### config.mk
export PLATFORM = sky130hd
export DESIGN_NAME = inst_fetch_responder
export DESIGN_NICKNAME = d
export VERILOG_FILES = /design/src/rtl/inst_fetch_responder.sv
export SDC_FILE = /design/constraint.sdc
export NUM_CORES = 1
export LEC_CHECK = 0
export CAP_MARGIN = 20
export CORE_ASPECT_RATIO = 0.9
export CORE_MARGIN = 3
export CORE_UTILIZATION = 45
export DETAILED_ROUTE_END_ITERATION = 12
export PLACE_DENSITY = 0.78
export SYNTH_ARGS = -nofsm -noshare
export SYNTH_HDL_FRONTEND = slang
export SYNTH_HIERARCHICAL = 1
export SYNTH_SLANG_ARGS = --single-unit
### constraint.sdc
create_clock -name clk -period 3.16 [get_ports clk]
set_clock_uncertainty 0.05 [all_clocks]
set_input_delay 0.474 -clock clk [delete_from_list [all_inputs] [get_ports clk]]
set_output_delay 0.474 -clock clk [all_outputs]
set_load 0.03 [all_outputs]
### src/rtl/inst_fetch_responder.sv
// inst_fetch_responder
//   Responder for the instruction-fetch request channel. Requests (address +
//   pre-translated TLB exception) are accepted with an addr_ok handshake. Each
//   request without an exception becomes a read of a 1-cycle synchronous
//   instruction RAM. Responses come back strictly in order, exactly LATENCY
//   cycles after acceptance. cancel drops every outstanding fetch.
// Ports
//   clk, rst            clock, synchronous active-high reset
//   req/req_addr/req_ex fetch request, word address, TLB exception (0 = none)
//   addr_ok             request accepted when req && addr_ok
//   cancel              flush all outstanding fetches
//   data_ok/rdata/resp_ex  single-cycle in-order response
//   mem_en/mem_addr     RAM read port (mem_addr is req_addr, combinational)
//   mem_rdata           RAM data, valid the cycle after mem_en

// One outstanding-fetch slot: latency countdown, exception code and data.
module inst_fetch_responder_entry #(
    parameter int LATENCY = 2
) (
    input  logic        clk,
    input  logic        flush,
    input  logic        load,
    input  logic [1:0]  load_ex,
    input  logic        pop,
    input  logic        fill,
    input  logic [31:0] mem_rdata,
    output logic        rdy,
    output logic [1:0]  ex,
    output logic [31:0] data
);
    localparam int TW = $clog2(LATENCY + 1);

    logic          valid;
    logic          filled;
    logic [TW-1:0] timer;

    always_ff @(posedge clk) begin
        if (flush) begin
            valid  <= 1'b0;
            filled <= 1'b0;
            timer  <= '0;
            ex     <= 2'b00;
            data   <= '0;
        end else if (load) begin
            valid  <= 1'b1;
            filled <= 1'b0;
            ex     <= load_ex;
            timer  <= TW'(LATENCY - 1);
            data   <= '0;
        end else begin
            if (pop) begin
                valid  <= 1'b0;
                filled <= 1'b0;
            end
            if (valid && timer != '0)
                timer <= timer - 1'b1;
            // Excepting fetches never read the RAM; their data is forced to 0.
            if (fill && valid) begin
                filled <= 1'b1;
                data   <= (ex != 2'b00) ? 32'h0 : mem_rdata;
            end
        end
    end

    assign rdy = valid && filled && (timer == '0);
endmodule

module inst_fetch_responder #(
    parameter int DEPTH   = 4,
    parameter int LATENCY = 2,
    parameter int ADDR_W  = 32
) (
    input  logic              clk,
    input  logic              rst,
    input  logic              req,
    input  logic [ADDR_W-1:0] req_addr,
    input  logic [1:0]        req_ex,
    output logic              addr_ok,
    input  logic              cancel,
    output logic              data_ok,
    output logic [31:0]       rdata,
    output logic [1:0]        resp_ex,
    output logic              mem_en,
    output logic [ADDR_W-1:0] mem_addr,
    input  logic [31:0]       mem_rdata
);
    localparam int PW = $clog2(DEPTH);
    localparam int CW = PW + 1;

    logic [PW-1:0] wp, rp;
    logic [CW-1:0] count;
    logic          accept, pop, flush;

    // Slot written last cycle; its RAM data lands this cycle.
    logic          fill_pend;
    logic [PW-1:0] fill_idx;

    logic [DEPTH-1:0]       ent_rdy;
    logic [DEPTH-1:0][1:0]  ent_ex;
    logic [DEPTH-1:0][31:0] ent_data;

    assign flush   = rst || cancel;
    // No bypass: a pop in the same cycle does not free a slot for acceptance.
    assign addr_ok = !flush && (count < CW'(DEPTH));
    assign accept  = req && addr_ok;
    assign mem_en  = accept && (req_ex == 2'b00);
    assign mem_addr = req_addr;

    assign data_ok = !flush && ent_rdy[rp];
    assign pop     = data_ok;
    assign rdata   = data_ok ? ent_data[rp] : 32'h0;
    assign resp_ex = data_ok ? ent_ex[rp]   : 2'b00;

    for (genvar g = 0; g < DEPTH; g++) begin : g_ent
        inst_fetch_responder_entry #(.LATENCY(LATENCY)) u_ent (
            .clk       (clk),
            .flush     (flush),
            .load      (accept && (wp == PW'(g))),
            .load_ex   (req_ex),
            .pop       (pop && (rp == PW'(g))),
            .fill      (fill_pend && (fill_idx == PW'(g))),
            .mem_rdata (mem_rdata),
            .rdy       (ent_rdy[g]),
            .ex        (ent_ex[g]),
            .data      (ent_data[g])
        );
    end

    always_ff @(posedge clk) begin
        if (flush) begin
            wp        <= '0;
            rp        <= '0;
            count     <= '0;
            fill_pend <= 1'b0;  // RAM data for a cancelled fetch is dropped
            fill_idx  <= '0;
        end else begin
            if (accept) wp <= wp + 1'b1;
            if (pop)    rp <= rp + 1'b1;
            count     <= count + CW'(accept) - CW'(pop);
            fill_pend <= accept;
            fill_idx  <= wp;
        end
    end
endmodule

==> results of run 1 <==
-- how the worst min path moves through the flow --
stage                                                       to  slack [ns]  depth (start not counted)
after CTS                 g_ent[0].u_ent/data[22]$_SDFFE_PP0P_        0.42                          1
after floorplan           g_ent[2].u_ent/data[12]$_SDFFE_PP0P_        0.39                          1
after detailed placement  g_ent[2].u_ent/data[12]$_SDFFE_PP0P_        0.40                          1
final                     g_ent[0].u_ent/data[22]$_SDFFE_PP0P_        0.42                          1
after global routing       g_ent[2].u_ent/data[9]$_SDFFE_PP0P_        0.43                          1
after global placement    g_ent[0].u_ent/data[12]$_SDFFE_PP0P_        0.39                          1
-- cells in the mapped netlist (all sizes together) --
cell	instances
buf	77
nor2	22
nand2b	8
mux2	3
mux2i	9
and3b	5
a32o	128
a21oi	5
ha	14
a2111oi	4
clkbuf	15
fa	1
and3	47
nor4bb	8
xnor2	3
nand2	7
nor3b	1
a211oi	8
dfxtp	162
inv	22
a21boi	4
and2	3
mux4	35
or2b	4
o21ai	1
nor3	2
-- cells by family (layout without fill, tap and decap cells) --
| family | after synthesis | in the layout |
|---|---|---|
| compound gates | 150 | 150 |
| xor+xnor | 3 | 3 |
| fa+ha+maj | 15 | 15 |
| buf+inv | 114 | 160 |
| flops | 162 | 162 |
| mux | 47 | 47 |
| simple gates | 107 | 107 |
-- worst max-delay path: cells and delay by family, from the launching register on --
family	cells	cell delay (ns)
AND/OR/NAND/NOR	2	0.42
buffers and inverters	3	0.63
flip-flops	1	0.35
multiplexers	1	0.51
adder cells (fa/ha/maj)	1	0.23
-- registers in the layout, summed over array words and instances, names as in the netlist --
signal              cells
g_ent.u_ent/data      128
g_ent.u_ent/ex          8
g_ent.u_ent/timer       8
g_ent.u_ent/filled      4
g_ent.u_ent/valid       4
count                   3
fill_idx                2
rp                      2
wp                      2
fill_pend               1
-- routing by layer --
metal / share of wire, % / global-route usage (%) / wire, µm
met4: 2.9 / 8.634 / 587
met2: 48 / 36.96 / 9766
met3: 8.9 / 5.856 / 1789
met1: 40 / 27.61 / 8064
met5: 0 / 0 / 0
-- per-stage QoR --
| step | instances | hold slack [ns] | total power [mW] |
|---|---|---|---|
| finish | 846 | 0.4161 | 4.325 |
| floorplan | 598 | 0.3866 | 2.255 |
| global placement | 814 | 0.3919 | 2.308 |
| global route | 846 | 0.4257 | 4.444 |
| detailed placement | 814 | 0.4007 | 2.314 |
| CTS | 846 | 0.4187 | 4.328 |
-- cell usage in the layout (no fill, tap or decap), drive strengths merged, types with 5 or more instances in the layout --
| cell type | n |
|---|---|
| dfxtp | 162 |
| a32o | 128 |
| mux4 | 35 |
| and3b | 5 |
| mux2i | 9 |
| clkbuf | 25 |
| nand2b | 8 |
| dlygate4sd2 | 19 |
| clkdlybuf4s50 | 39 |
| ha | 14 |
| nor2 | 22 |
| buf | 48 |
| a21oi | 5 |
| inv | 24 |
| a211oi | 8 |
| and3 | 47 |
| nor4bb | 8 |
| nand2 | 7 |
-- power by group through the flow --
stage	sequential (mW)	clock, mW	combinational (mW)
2_1_floorplan	2.09	0	0.161
3_3_place_gp	2.09	0	0.213
3_5_place_dp	2.10	0	0.219
4_1_cts	2.05	2.06	0.220
5_1_grt	2.05	2.16	0.236
6_report	2.05	2.05	0.227
-- layout make-up --
| class | count | area, µm² | area share [%] |
|---|---|---|---|
| clock buffer | 25 | 525.5 | 6.030 |
| clock inverter | 7 | 67.56 | 0.7753 |
| inverter | 22 | 82.58 | 0.9476 |
| multi-input combinational | 322 | 3511 | 40.29 |
| sequential | 162 | 3246 | 37.24 |
| tap | 202 | 252.7 | 2.900 |
| timing repair buffer | 106 | 1030 | 11.82 |
==> results by group, run 1 <==
Global routing
  – Largest net degree at the start of global routing: 43
  – Overflow after GRT: 0
  – Initial antenna violation count: 0
  – GRT Util Overall: 22.17%
  – Vias in the first global route: slightly below 6000
  – First-pass GRT wire length: 31750 µm

Power
  – Power Density: 496.3 nW/µm²
  – Sequential fraction of design power: 47.4%
  – Combinational share of power: 5.2%
  – VDD IR-drop max: 0.0003862 V
  – Sw frac: 22.23%
  – P_sw: 0.9613 mW
  – P_leak: 3.968 nW
  – Int Power: 3.364 mW
  – Clock power frac: 47.4%

Critical path
  – Critical R2R Capture: count[2]$_SDFF_PP0_
  – Worst path max stage delay: just over 0.5 ns
  – Critical path required time: 2.64 ns
  – R2R cell count: 13
  – Worst setup path end: rdata[2]
  – CP startpoint kind: flip-flop
  – Worst-path cell chain: inv_1 > ha_1 > and3_1 > mux4_2 > buf_4 > and3_1 > dlygate4sd2_1
  – CP Launch Point: g_ent[2].u_ent/timer[0]$_SDFFE_PP0P_
  – Worst EP arrival: 2.57 ns
  – R2R Setup Slk: between 0.2 and 0.25 ns
  – R2R Path Start: g_ent[2].u_ent/timer[0]$_SDFFE_PP0P_
  – Critical path's slowest cell: mux4_2
  – Max FO, Critical Path: 17
  – Most used cell, CP: and3_1
  – CP Capture Type: output pin
  – Crit path kind: reg2out

Yosys
  – Mux share of post-synthesis cell area: about an eighth
  – Cell Area, Synth: 7430 µm²
  – Yosys cell types: 35
  – Syn_area_per_cell: 12.42 µm²
  – Register bit total from synthesis: 162
  – Adder-cell share of the synthesized area: 2.627%
  – Synthesized instance count: 598
  – Post-Synth Simple-Gate Area: 9.128%
  – Register area share after synthesis: 43.65%
  – Syn_nets: 683
  – Top cell type's share of synthesized area: 43.65%
  – Synth Area in XOR/XNOR: less than 1%
  – Synth Area in Compound Gates: a little over a fifth
  – Synth area leader: dfxtp_1
  – Largest family of logic cells by synthesized area: compound AO/OA/AOI/OAI gates
  – Yosys warns: 6
  – Ranking of synthesized cells by area: dfxtp_1, a32o_2, mux4_2

Timing
  – Post-route minimum period: 3.090 ns
  – Setup TNS: 0 ns
  – Slew Limit Fails: 0
  – Fin. Hold Viols: 0
  – Slew Limit Headroom: 54.01%
  – F_max: 323.6 MHz
  – Final setup margin: 0.06971 ns
  – Tcrit/Tclk final: 97.79%
  – Final setup viols: 0
  – RSZ-0062 raised after global routing: no
  – Slew of the pin with the lowest slew margin: 0.6884 ns

Route
  – Via/cell ratio: 6.582
  – Wire per inst: 23.89 µm
  – Via total after detailed routing: between 5000 and 6000
  – 1st-pass router iterations: 5
  – Post-Route WL: ~20000 µm
  – DRC: 0
  – ANT nets after route: 0
  – Iteration-0 DRC Markers: 483

Clocking
  – Clock sink total: 162
  – Clk Latency, worst-skew pair: 0.42 ns
  – CTS buffer count: 17
  – Max clock buf depth: 2
  – Clock root cell: clkbuf_16
  – Post-CTS Resized: 19
  – Clk slew on worst S/H paths: approximately 0.060 ns
  – CTS tree: done
  – Cts hold-fix bufs: 0
  – Post-CTS setup buffers: 0
  – H-tree levels: 4

Final layout
  – Final core occ: 55.28%
  – Final-stage net count: 716
  – Fin area: 8715 µm²
  – # diodes: 0
  – FILL cells: 1283
  – Share of cells above drive strength 1: about two fifths
  – Area grow syn2layout: 17.30%

Die
  – DIE AREA: between 15000 and 20000 µm²
  – Starting Density: 47.13%
  – FP Rows: 43
  – Chip width: roughly 140 µm
  – # IOs: 139
  – Die Y: about 130 µm
  – Core ar.: 15760 µm²

Place
  – Routability cong.: between 0.7 and 0.8
  – Place WS: approximately 0.24 ns
  – Placed cell area: ~8000 µm²
  – Input/output buffers: 74
  – Post-DP HPWL: about 12000 µm

Status
  – Status: finished, final reports clean

Min path
  – Worst min-delay path category: reg2reg
  – Min-delay src: g_ent[0].u_ent/data[22]$_SDFFE_PP0P_

Run
  – Max-Cap Viols: 0
Note: power is estimated with default switching activity, not from simulation.
==> run 2, diff against run 1 <==
--- a/config.mk
+++ b/config.mk
@@ -5,12 +5,13 @@
 export SDC_FILE = /design/constraint.sdc
 export NUM_CORES = 1
 export LEC_CHECK = 0
+export ABC_AREA = 1
 export CAP_MARGIN = 20
 export CORE_ASPECT_RATIO = 0.9
 export CORE_MARGIN = 3
 export CORE_UTILIZATION = 45
 export DETAILED_ROUTE_END_ITERATION = 12
-export PLACE_DENSITY = 0.78
+export PLACE_DENSITY = 0.76
 export SYNTH_ARGS = -nofsm -noshare
 export SYNTH_HDL_FRONTEND = slang
 export SYNTH_HIERARCHICAL = 1
==> constraint.sdc (replaced) <==
create_clock -name clk -period 3.7 [get_ports clk]
set_clock_uncertainty 0.05 [all_clocks]
set_input_delay 0.555 -clock clk [delete_from_list [all_inputs] [get_ports clk]]
set_output_delay 0.555 -clock clk [all_outputs]
set_load 0.03 [all_outputs]
==> run 2 against run 1 <==
Register-to-register slack improved by 0.34 ns. Highest routed layer unchanged. Critical path type unchanged. Count of clock-buffer cells in the layout shrank 6. Critical path depth is 5 higher.
==> results by group, run 2 <==
Status
  – Status: finished, final reports clean

Die
  – Core ar.: 19520 µm²
  – Starting Density: a little under half
  – Die Y: approximately 140 µm
  – FP Rows: 48
  – DIE AREA: 21940 µm²
  – Chip width: 155.8 µm
  – # IOs: about 140

Power
  – VDD IR-drop max: approximately 0.00026 V
  – Sequential fraction of design power: between 40% and 50%
  – P_sw: 0.8480 mW
  – Power Density: 369.0 nW/µm²
  – Int Power: about 2.9 mW
  – P_leak: 2.867 nW
  – Sw frac: between 20% and 30%
  – Clock power frac: roughly half
  – Combinational share of power: 4.4%

Route
  – Post-Route WL: 24110 µm
  – ANT nets after route: 0
  – Iteration-0 DRC Markers: about 700
  – Via total after detailed routing: 7538
  – Via/cell ratio: between 5 and 6
  – Wire per inst: 17.57 µm
  – DRC: 0
  – 1st-pass router iterations: 6

Timing
  – Tcrit/Tclk final: between 90% and 100%
  – F_max: 296.0 MHz
  – Fin. Hold Viols: 0
  – Slew Limit Fails: 0
  – Final setup viols: 0
  – Post-route minimum period: about 3.4 ns
  – RSZ-0062 raised after global routing: no
  – Setup TNS: 0 ns
  – Slew Limit Headroom: 22.53%
  – Slew of the pin with the lowest slew margin: 1.159 ns
  – Hold slack: between 0.4 and 0.5 ns
  – Final setup margin: 0.3222 ns

Yosys
  – Ys async rst share: 0%
  – Synth Area in Compound Gates: about a fifth
  – Post-synth top flop: dfxtp_1
  – Largest family of logic cells by synthesized area: simple AND/OR/NAND/NOR gates
  – Synthesized instance count: 1102
  – Yosys cell types: 28
  – Cell with the most instances after synthesis: nand2_1
  – Post-Synth Simple-Gate Area: 30.25%
  – Syn_nets: 1187
  – Register bit total from synthesis: around 160
  – Ranking of synthesized cells by area: dfxtp_1, nand3_2, a21oi_2
  – Register area share after synthesis: a little over a third
  – Adder-cell share of the synthesized area: 2.148%
  – Mux share of post-synthesis cell area: 0%
  – Post-synth EDFFs: 0
  – Top cell type's share of synthesized area: 35.69%
  – Synth Area in XOR/XNOR: 0.09639%
  – Cell Area, Synth: around 9000 µm²
  – Syn_area_per_cell: 8.245 µm²
  – Yosys warns: 6
  – Top post-synthesis cells by count: nand2_1, dfxtp_1, nor2_1, a21oi_2, nand3_2
  – Synth area leader: dfxtp_1

Clocking
  – Cts hold-fix bufs: 0
  – Max clock buf depth: 2
  – Post-CTS Resized: 0
  – Clk slew on worst S/H paths: 0.06 ns
  – Clk Latency, worst-skew pair: 0.43 ns
  – CTS tree: done
  – Clock sink total: about 160
  – H-tree levels: 4
  – Post-CTS setup buffers: 0
  – CTS buffer count: 17
  – Clock root cell: clkbuf_16

Min path
  – Worst Hold End: g_ent[3].u_ent/data[12]$_SDFFE_PP0P_
  – Worst min-delay path category: reg2reg
  – Hold path depth: 2
  – Min-delay src: g_ent[3].u_ent/data[12]$_SDFFE_PP0P_

Final layout
  – Commonest non-fill, non-tap cell in the layout: nand2_1
  – Final core occ: 51.72%
  – # diodes: 0
  – Final-stage net count: 1194
  – Top flop regs: g_ent.u_ent/data x128, g_ent.u_ent/ex x8, g_ent.u_ent/timer x8
  – Area grow syn2layout: 11.11%
  – Largest register FFs: approximately 130
  – Biggest register: g_ent.u_ent/data
  – Most frequent cells in the layout: nand2_1, dfxtp_1, nor2_1, a21oi_2, nand3_2
  – FILL cells: 1793
  – Share of cells above drive strength 1: 30.84%

Global routing
  – Initial antenna violation count: 0
  – Largest net degree at the start of global routing: 49
  – Overflow after GRT: 0
  – GRT Util Overall: 22.00%
  – First-pass GRT wire length: 38840 µm
  – Vias in the first global route: about 7400

Critical path
  – Critical R2R Capture: count[2]$_SDFF_PP0_
  – R2R cell count: 19
  – R2R Setup Slk: 0.55 ns
  – Max FO, Critical Path: 39
  – CP startpoint kind: flip-flop
  – Crit path kind: reg2out
  – R2R Path Start: g_ent[1].u_ent/timer[0]$_SDFFE_PP0P_
  – Worst EP arrival: 2.77 ns
  – CP Capture Type: output pin
  – Critical path required time: 3.09 ns

Place
  – Routability cong.: 0.8023
  – Place WS: 0.3912 ns
  – Post-DP HPWL: 14450 µm
  – Input/output buffers: 74

Run
  – Max-Cap Viols: 0
[run 2: changes by cell type in the layout (fill, tap and decap cells not counted), moves of 67 or more]
cell	change
nand2_1	+182
a32o_2	-120
nand3_2	+122
nor2_1	+137
a21oi_2	+138
o21ai_0	+67
[run 2: worst max-delay path: stages, from the launching register on]
cell             delay, ns
dfxtp_1               0.36
inv_1                 0.05
ha_1                  0.19
inv_1                 0.09
nor2_1                0.06
inv_1                 0.05
nand2_1               0.05
nand3_2               0.11
nand2_2               0.07
nand2_2               0.05
buf_4                 0.47
inv_1                 0.15
clkdlybuf4s50_1       0.64
[run 2: per-stage QoR]
step | cell area (µm²) | instances | total power, mW
2_1_floorplan | 9086 | 1102 | 1.921
3_3_place_gp | 9492 | 1340 | 1.949
3_5_place_dp | 9492 | 1340 | 1.949
4_1_cts | 10100 | 1372 | 3.741
5_1_grt | 10100 | 1372 | 3.832
6_report | 10100 | 1372 | 3.726
[run 2: power groups by stage]
| stage | clock (mW) | sequential (mW) | combinational, mW |
|---|---|---|---|
| 2_1_floorplan | 0 | 1.79 | 0.134 |
| 3_3_place_gp | 0 | 1.79 | 0.162 |
| 3_5_place_dp | 0 | 1.79 | 0.162 |
| 4_1_cts | 1.83 | 1.75 | 0.163 |
| 5_1_grt | 1.91 | 1.75 | 0.173 |
| 6_report | 1.81 | 1.75 | 0.166 |
[run 2: worst max-delay path by stage]
stage | startpoint | endpoint | slack (ns) | depth (start not counted)
final | g_ent[1].u_ent/timer[0]$_SDFFE_PP0P_ | data_ok | 0.32 | 12
after global routing | g_ent[3].u_ent/timer[0]$_SDFFE_PP0P_ | data_ok | 0.07 | 12
after CTS | g_ent[3].u_ent/timer[0]$_SDFFE_PP0P_ | data_ok | 0.30 | 12
after detailed placement | rst | count[2]$_SDFF_PP0_ | 0.39 | 13
after global placement | cancel | count[2]$_SDFF_PP0_ | 0.45 | 13
after floorplan | g_ent[3].u_ent/timer[0]$_SDFFE_PP0P_ | count[2]$_SDFF_PP0_ | 0.99 | 19
[run 2: final cells by class]
| type | count | area (µm²) | share of cell area [%] |
|---|---|---|---|
| tap | 250 | 312.8 | 3.098 |
| sequential | 162 | 3244 | 32.14 |
| timing repair buffer | 98 | 938.4 | 9.295 |
| inverter | 52 | 219.0 | 2.169 |
| multi-input combinational | 778 | 4777 | 47.32 |
| clock inverter | 13 | 161.4 | 1.599 |
| clock buffer | 19 | 442.9 | 4.387 |
[run 2: kinds of logic (layout without fill, tap and decap cells)]
family / count (synthesis) / in the layout
and+or+nand+nor: 505 / 505
adders and majority gates: 15 / 15
DFF: 162 / 162
xor gates and xnor gates: 1 / 1
buffers and inverters: 162 / 182
AOI/OAI and AO/OA: 257 / 257
[run 2: layer usage]
layer / routed length (µm) / up-vias / GRT usage, % / part of all wire (%)
met2: 10950 / 301 / 34.40 / 45
met3: 1877 / 44 / 4.512 / 7.8
met5: 0 / - / 0 / 0
met1: 10740 / 3590 / 30.15 / 45
met4: 538 / 0 / 7.853 / 2.2
li1: - / 3603 / - / -
==> run 3, diff against run 2 <==
--- a/config.mk
+++ b/config.mk
@@ -10,6 +10,7 @@
 export CORE_ASPECT_RATIO = 0.9
 export CORE_MARGIN = 3
 export CORE_UTILIZATION = 45
+export CTS_BUF_LIST = sky130_fd_sc_hd__clkbuf_4 sky130_fd_sc_hd__clkbuf_8
 export DETAILED_ROUTE_END_ITERATION = 12
 export PLACE_DENSITY = 0.76
 export SYNTH_ARGS = -nofsm -noshare
==> run 3 against run 2 <==
Clock power down 25%. Count of clock-buffer cells in the layout is the same. Cell count did not move. Maximum frequency down 1.3%. Worst setup slack got worse by 0.045 ns. Sequential cell count unchanged. Combinational power hardly changed. Wire length shrank 1.6%. Cell area shrank 1.9%. Critical path depth unchanged. Global-route usage fell by 0.36 points.
==> results by group, run 3 (synthesized netlist as in run 2, its figures left out) <==
Global routing
  – Largest net degree at the start of global routing: roughly 50
  – Initial antenna violation count: 0
  – First-pass GRT wire length: ~38000 µm
  – Overflow after GRT: 0
  – GRT Util Overall: 21.64%
  – Vias in the first global route: 7303

Critical path
  – Critical path required time: 3.09 ns
  – Critical path's slowest cell: clkdlybuf4s50_1
  – CP top delay family: buffers and inverters
  – Most used cell, CP: inv_1
  – Worst path max stage delay: approximately 0.64 ns
  – Worst EP arrival: 2.82 ns
  – Worst-path cell chain: inv_1 > ha_1 > inv_1 > nor2_1 > inv_1 > nand2_1 > nand3_2 > nand2_2 > nand2_2 > buf_4 > inv_1 > clkdlybuf4s50_1
  – CP Capture Type: output pin
  – CP Buf/Inv Count: 6
  – Crit path kind: reg2out
  – CP startpoint kind: flip-flop
  – Max FO, Critical Path: 39
  – R2R Setup Slk: 0.53 ns

Timing
  – Tcrit/Tclk final: 92.51%
  – Slew Limit Headroom: 22.70%
  – F_max: 292.2 MHz
  – Setup TNS: 0 ns
  – Final setup viols: 0
  – Slew Limit Fails: 0
  – Fin. Hold Viols: 0
  – RSZ-0062 raised after global routing: no
  – Slew of the pin with the lowest slew margin: about 1.2 ns
  – Post-route minimum period: ~3.4 ns
  – Hold slack: 0.4149 ns

Die
  – # IOs: 139
  – Die Y: 140.8 µm
  – DIE AREA: 21940 µm²
  – Starting Density: 46.55%
  – Chip width: 155.8 µm
  – FP Rows: 48
  – Core ar.: 19520 µm²

Final layout
  – Non-Filler Instances: 1372
  – Top flop regs: g_ent.u_ent/data x128, g_ent.u_ent/ex x8, g_ent.u_ent/timer x8
  – Area taken by multi-input logic gates: 4777 µm²
  – Commonest non-fill, non-tap cell in the layout: nand2_1
  – Storage cell area: ~3200 µm²
  – Final-stage net count: 1194
  – # diodes: 0
  – Largest register FFs: 128
  – Share of cells above drive strength 1: 30.93%
  – Biggest register: g_ent.u_ent/data
  – Area grow syn2layout: 9.047%
  – Most frequent cells in the layout: nand2_1, dfxtp_1, nor2_1, a21oi_2, nand3_2
  – FILL cells: roughly 1800

Route
  – Via/cell ratio: approximately 5.5
  – 1st-pass router iterations: 5
  – DRC: 0
  – Wire per inst: 17.30 µm
  – ANT nets after route: 0
  – Via total after detailed routing: 7548
  – Post-Route WL: 23730 µm
  – Iteration-0 DRC Markers: 643

Place
  – Cells after DPL: 1340
  – Post-DP HPWL: 14450 µm
  – Input/output buffers: 74
  – Routability cong.: 0.8023

Power
  – Power Density: 330.4 nW/µm²
  – P_leak: 2.783 nW
  – VDD IR-drop max: 0.0002306 V

Clocking
  – H-tree levels: 4
  – Cts hold-fix bufs: 0
  – Post-CTS Resized: 0
  – CTS buffer count: 17
  – CTS tree: done
  – Post-CTS setup buffers: 0
  – Max clock buf depth: 2
  – Clock sink total: 162
  – Clock root cell: clkbuf_8
  – Clk slew on worst S/H paths: 0.09 ns
  – Clk Latency, worst-skew pair: 0.45 ns

Status
  – Status: finished, final reports clean

Run
  – Max-Cap Viols: 0

Min path
  – Worst min-delay path category: reg2reg
[run 3: per-stage QoR]
stage	setup slack (ns)	cell area, µm²	utilization, %	power (mW)
2_1_floorplan	0.9867	9086	-	1.921
3_3_place_gp	0.4543	9492	48.63	1.949
3_5_place_dp	0.3912	9492	48.63	1.949
4_1_cts	0.2485	9908	50.76	3.292
5_1_grt	0.02584	9908	50.76	3.376
6_report	0.2771	9908	50.76	3.274
[run 3: where the power goes]
part           internal [mW]  switching [mW]
sequential              1.74         0.00178
combinational         0.0540           0.111
clock                  0.691           0.672
[run 3: final timing paths]
check                                            start                                   end  depth (start not counted)
setup / recovery  g_ent[3].u_ent/timer[0]$_SDFFE_PP0P_                               data_ok                         12
hold / removal    g_ent[3].u_ent/data[12]$_SDFFE_PP0P_  g_ent[3].u_ent/data[12]$_SDFFE_PP0P_                          2
setup reg to reg  g_ent[3].u_ent/timer[0]$_SDFFE_PP0P_                   count[2]$_SDFF_PP0_                         18
hold reg to reg   g_ent[3].u_ent/data[12]$_SDFFE_PP0P_  g_ent[3].u_ent/data[12]$_SDFFE_PP0P_                          2
[run 3: tightest hold or removal path, cell delays in order, from the launching register on]
cell     delay (ns)
dfxtp_1        0.31
nand2_1        0.06
a21oi_1        0.05
[run 3: layout make-up]
class                   count  area share, %
flip-flops and latches    162          32.74
inverters                  52          2.210
clock inverters            13          1.629
repair buffers             98          9.471
clock buffers              19          2.576
multi-input cells         778          48.21
well taps                 250          3.157
[run 3: routing by layer]
layer  track usage (%)  part of all wire (%)  up-vias
met2             33.92                    46      272
met3             3.990                   6.3       39
met4             6.877                   1.8        0
li1                  -                     -     3598
met1             30.21                    46     3639
met5                 0                     0        -
